File: src/rtl/hci_core_merge.sv
// Merges NB_IN_CHAN narrow TCDM requesters into one wide memory-side port.
// Each channel parks one request; the wide access issues once all channels hold one.
`timescale 1ns/1ps

module hci_core_merge #(
   parameter int DW         = 64,
   parameter int NB_IN_CHAN = 2,
   parameter int AW         = 32,
   parameter int UW         = 4,
   parameter int BOW        = 16,
   parameter int OW         = 1,
   localparam int DW_IN     = DW / NB_IN_CHAN,
   localparam int BW_IN     = DW_IN / 8
) (
   input  logic                                 clk_i,
   input  logic                                 rst_ni,
   input  logic                                 clear_i,

   input  logic [NB_IN_CHAN-1:0]                i_slvReq,
   input  logic [NB_IN_CHAN-1:0][AW-1:0]        i_slvAdd,
   input  logic [NB_IN_CHAN-1:0]                i_slvWen,
   input  logic [NB_IN_CHAN-1:0][BW_IN-1:0]     i_slvBe,
   input  logic [NB_IN_CHAN-1:0][DW_IN-1:0]     i_slvData,
   input  logic [NB_IN_CHAN-1:0]                i_slvLrdy,
   output logic [NB_IN_CHAN-1:0]                o_slvGnt,
   output logic [NB_IN_CHAN-1:0]                o_slvRValid,
   output logic [NB_IN_CHAN-1:0][DW_IN-1:0]     o_slvRData,
   output logic [NB_IN_CHAN-1:0][OW-1:0]        o_slvROpc,
   output logic [NB_IN_CHAN-1:0][UW-1:0]        o_slvRUser,

   output logic                                 o_mstReq,
   input  logic                                 i_mstGnt,
   output logic [AW-1:0]                        o_mstAdd,
   output logic                                 o_mstWen,
   output logic [DW/8-1:0]                      o_mstBe,
   output logic [DW-1:0]                        o_mstData,
   output logic [BOW-1:0]                       o_mstBoffs,
   output logic [UW-1:0]                        o_mstUser,
   output logic                                 o_mstLrdy,
   input  logic                                 i_mstRValid,
   input  logic [DW-1:0]                        i_mstRData,
   input  logic [OW-1:0]                        i_mstROpc
);

   typedef enum logic [1:0] {
      COLLECT,
      ISSUE,
      RESP
   } state_t;

   state_t                               r_state;
   state_t                               w_stateNext;

   logic [NB_IN_CHAN-1:0]                r_full;
   logic [NB_IN_CHAN-1:0]                w_fullNext;
   logic [NB_IN_CHAN-1:0]                w_capture;
   logic                                 w_allFullNext;
   logic                                 w_issueAccept;
   logic                                 w_respActive;

   logic [NB_IN_CHAN-1:0][AW-1:0]        r_bufAdd;
   logic [NB_IN_CHAN-1:0]                r_bufWen;
   logic [NB_IN_CHAN-1:0][BW_IN-1:0]     r_bufBe;
   logic [NB_IN_CHAN-1:0][DW_IN-1:0]     r_bufData;

   // A channel can only be granted while its buffer is empty, so the
   // post-edge occupancy is simply the current occupancy OR the request.
   assign o_slvGnt      = ~r_full;
   assign w_capture     = i_slvReq & ~r_full;
   assign w_fullNext    = r_full | w_capture;
   assign w_allFullNext = &w_fullNext;

   always_ff @(posedge clk_i or negedge rst_ni) begin
      if (!rst_ni) begin
         r_state <= COLLECT;
      end else if (clear_i) begin
         r_state <= COLLECT;
      end else begin
         r_state <= w_stateNext;
      end
   end

   always_comb begin
      w_stateNext = r_state;
      unique case (r_state)
         COLLECT: begin
            if (w_allFullNext) begin
               w_stateNext = ISSUE;
            end
         end
         ISSUE: begin
            if (i_mstGnt) begin
               w_stateNext = RESP;
            end
         end
         RESP: begin
            if (i_mstRValid) begin
               w_stateNext = w_allFullNext ? ISSUE : COLLECT;
            end
         end
         default: w_stateNext = COLLECT;
      endcase
   end

   always_comb begin
      o_mstReq      = 1'b0;
      w_issueAccept = 1'b0;
      w_respActive  = 1'b0;
      unique case (r_state)
         ISSUE: begin
            o_mstReq      = 1'b1;
            w_issueAccept = i_mstGnt;
         end
         RESP: begin
            w_respActive = 1'b1;
         end
         default: begin
            o_mstReq = 1'b0;
         end
      endcase
   end

   // Buffers drain together when the wide access is granted; no channel is
   // granted in that cycle because every buffer is still full.
   always_ff @(posedge clk_i or negedge rst_ni) begin
      if (!rst_ni) begin
         r_full <= '0;
      end else if (clear_i) begin
         r_full <= '0;
      end else if (w_issueAccept) begin
         r_full <= '0;
      end else begin
         r_full <= w_fullNext;
      end
   end

   always_ff @(posedge clk_i or negedge rst_ni) begin
      if (!rst_ni) begin
         r_bufAdd  <= '0;
         r_bufWen  <= '0;
         r_bufBe   <= '0;
         r_bufData <= '0;
      end else if (clear_i) begin
         r_bufAdd  <= '0;
         r_bufWen  <= '0;
         r_bufBe   <= '0;
         r_bufData <= '0;
      end else begin
         for (int i = 0; i < NB_IN_CHAN; i++) begin
            if (w_capture[i]) begin
               r_bufAdd[i]  <= i_slvAdd[i];
               r_bufWen[i]  <= i_slvWen[i];
               r_bufBe[i]   <= i_slvBe[i];
               r_bufData[i] <= i_slvData[i];
            end
         end
      end
   end

   // Channel 0 supplies address and direction; the others are not cross-checked.
   assign o_mstAdd   = r_bufAdd[0];
   assign o_mstWen   = r_bufWen[0];
   assign o_mstBe    = r_bufBe;
   assign o_mstData  = r_bufData;
   assign o_mstBoffs = '0;
   assign o_mstUser  = '0;
   assign o_mstLrdy  = &i_slvLrdy;

   generate
      for (genvar g = 0; g < NB_IN_CHAN; g++) begin : g_resp
         assign o_slvRValid[g] = i_mstRValid & w_respActive;
         assign o_slvRData[g]  = i_mstRData[(g+1)*DW_IN-1 : g*DW_IN];
         assign o_slvROpc[g]   = i_mstROpc;
         assign o_slvRUser[g]  = '0;
      end
      if (NB_IN_CHAN > 1) begin : g_unusedHi
         logic w_unusedHiBits;
         assign w_unusedHiBits = ^{r_bufAdd[NB_IN_CHAN-1:1], r_bufWen[NB_IN_CHAN-1:1]};
      end
   endgenerate

endmodule

File: config.mk
export PLATFORM = sky130hd
export DESIGN_NAME = hci_core_merge
export DESIGN_NICKNAME = d
export VERILOG_FILES = /design/src/rtl/hci_core_merge.sv
export SDC_FILE = /design/constraint.sdc
export NUM_CORES = 1
export LEC_CHECK = 0
export ABC_CLOCK_PERIOD_IN_PS = 1400
export BUFFER_PORTS_ARGS = -buffer_cell sky130_fd_sc_hd__buf_4
export CORE_AREA = 4 4 160 162
export DETAILED_ROUTE_END_ITERATION = 16
export DIE_AREA = 0 0 164 166
export GPL_TIMING_DRIVEN = 0
export RECOVER_POWER = 25
export SYNTH_ARGS = -nofsm -noshare
export SYNTH_HDL_FRONTEND = slang
export SYNTH_SLANG_ARGS = --single-unit
File: constraint.sdc
create_clock -name clk_i -period 1.4 [get_ports clk_i]
set_input_delay 0.21 -clock clk_i [delete_from_list [all_inputs] [get_ports clk_i]]
set_output_delay 0.21 -clock clk_i [all_outputs]
set_load 0.01 [all_outputs]
==> reports/qor.txt <==
Share of cells above drive strength 1 -> 40.82%
First-pass GRT wire length -> 32840 um
Area share of the largest cell type after synthesis -> 43.17%
Initial antenna violation count -> 0
Hold Crit Class -> input port to register
Drt via density -> 4.352
Num rows -> 57
Fin. Hold Viols -> 0
FF+latch count, synth -> 109
Worst IR Drop VDD -> 346.9 uV
Synth warn -> 0
Chip width -> 164 um
DRT antenna net count -> 0
Vias in the first global route -> 5591
Crit start category -> register
Worst hold path endpoint -> o_mstAdd[28]$_DFFE_PN0P_
Hold depth -> 3
CTS tree -> done
Arrival @ worst endpoint -> 1180 ps
Worst hold slack -> 122.8 ps
Synth top area cells -> dfrtp_1, nand4bb_1, o31ai_1
Total Power -> 8069 uW
Most common cell after layout, fill and taps aside -> buf_4
Nets@finish -> 1138
Setup ws final -> 9.113 ps
Crit path max fanout -> 10
IO Port Bufs -> 288
Die ar. -> 27220 um^2
Hold path startpoint -> i_slvAdd[28]
R2r setup slk -> 100 ps
Final cell count without fillers -> 1255
Worst Reg-to-Reg Cells -> 5
Rel. slew slack -> 54.91%
Clock skew -> 9.630 ps
Period minus WS final -> 1391 ps
Layout overhead on the synthesized area -> 44.36%
Die height -> 166 um
IO Pins -> 417
CP Capture Type -> output port
Max Cap Viol -> 0
TritonRoute pass-1 iters -> 4
RR Endpoint -> o_mstAdd[20]$_DFFE_PN0P_
CP Class -> register to output port
Peak Freq -> 719.0 MHz
Clk sinks -> 109
Num CTS Buffers -> 9
Worst slack, placed -> -131.7 ps
Setup violators final -> 0
GRT Overall Usage -> 15.38%
N_diodes -> 0
Initial Utilization -> 26.21%
Distinct cells, synth -> 22
Worst EP required -> 1190 ps
RSZ-0062 raised after global routing -> yes
Vias after detailed routing -> 5462
Status -> complete, no violations
Inst Count DP -> 1237
Post-Syn Area per Cell -> 10.58 um^2
Critical Path Start -> r_full[0]$_DFF_PN0_
Reg-to-Reg Start -> r_full[0]$_DFF_PN0_
Largest net degree at the start of global routing -> 61
Tcrit/Tclk final -> 99.35%
DP HPWL -> 16660 um
Worst-path clk slew -> 80 ps
GPL Wtd Cong -> 0.7650
Leading area contributor after synthesis -> dfrtp_1
Sequential fraction of the synthesis area -> 43.17%
Pwr Density -> 884.7 nW/um^2
Gr ovfl total -> 0
Final Max Tran Viols -> 0
CTS Buffer Depth -> 2
CTS root buffer -> clkbuf_16
Pleak -> 0.004268 uW
Most frequent cells in the layout -> buf_4, dfrtp_1, inv_1, o31ai_1, nand4bb_1
Worst-margin pin slew -> 676.4 ps
DRC Markers -> 0
Wirelength, routed -> 21940 um
Avg WL per Cell -> 17.48 um
Clk Latency, worst-skew pair -> 350 ps
Synth Cell Area -> 6319 um^2
Final setup TNS -> 0 ps
DR iter-0 viols -> 334
Post-Synthesis Cells -> 597
Core Box Area -> 24110 um^2
H-tree depth -> 3
-- logic make-up (layout without fill, tap and decap cells) --
group                  after synthesis  after routing  synth area share (%)
and+or+nand+nor                    119            119                 20.20
AOI/OAI and AO/OA                  107            107                 13.21
other                                1             28               0.05935
DFF                                109            109                 43.17
buffers and inverters              261            568                 23.37
-- through the flow --
stage / utilization, % / instance area, um^2
floorplan: - / 6420
global placement: 37.28 / 8987
detailed placement: 37.41 / 9019
CTS: 38.79 / 9350
global route: 37.84 / 9121
finish: 37.84 / 9121
-- worst max-delay path, stage by stage (launching register included) --
cell	delay, ps
dfrtp_1	380
buf_6	150
buf_8	140
inv_1	50
buf_4	120
-- state kept, by name (all words and copies together) (netlist names) --
signal,flops
o_mstData,64
r_bufWen,1
o_mstBe,8
r_state,2
r_full,2
o_mstAdd,32
-- layer usage --
layer,up-vias,track usage (%),part of all wire [%]
li1,2618,-,-
met1,2600,19.88,42
met2,223,25.44,48
met3,21,3.723,8.1
met4,0,4.632,1.8
met5,-,0,0
-- final cells by class --
class | instances | area, um^2
fillers | 2490 | 14980
flip-flops and latches | 109 | 2729
multi-input cells | 254 | 2220
repair buffers | 293 | 1989
plain buffers | 152 | 1090
well taps | 324 | 405.4
inverters | 107 | 401.6
clock buffers | 11 | 242.7
clock inverters | 5 | 43.79
-- where the power goes --
part	leakage [uW]	switching (uW)	internal, uW
sequential	0.00146	117	3350
combinational	0.00266	984	1050
clock	0.000141	1290	1280
total	0.00427	2390	5680
-- cells in the mapped netlist --
master	count
buf_2	12
conb_1	1
and3b_1	2
clkbuf_2	1
clkbuf_1	28
o31ai_2	4
o41ai_2	1
o31ai_1	101
nor3_1	2
or4b_4	1
buf_6	15
nor2_1	2
nand4bb_1	100
dfrtp_1	109
nor2b_1	4
or2_1	1
or4bb_1	5
buf_4	98
nor3b_1	1
and2_1	1
o21ba_2	1
inv_1	107
-- worst max path at each step --
stage | end | depth (start not counted)
2_1_floorplan | o_mstAdd[1]$_DFFE_PN0P_ | 6
3_3_place_gp | o_mstAdd[11]$_DFFE_PN0P_ | 1
3_5_place_dp | o_mstData[55]$_DFFE_PN0P_ | 4
4_1_cts | o_slvGnt[0] | 4
5_1_grt | o_slvGnt[0] | 4
6_report | o_slvGnt[0] | 4
-- what timing repair did --
| item | in CTS | in global routing |
|---|---|---|
| buffers inserted | 2 | 1 |
| cloned | 0 | 0 |
| pin swaps | 0 | 0 |
| hold buffers | 1 | 0 |
| gates resized for setup | 11 | 11 |
| endpoints found under the hold margin | 49 | 0 |
| setup endpoints to repair | 35 | 27 |
Power figures use the tool's default switching activity.
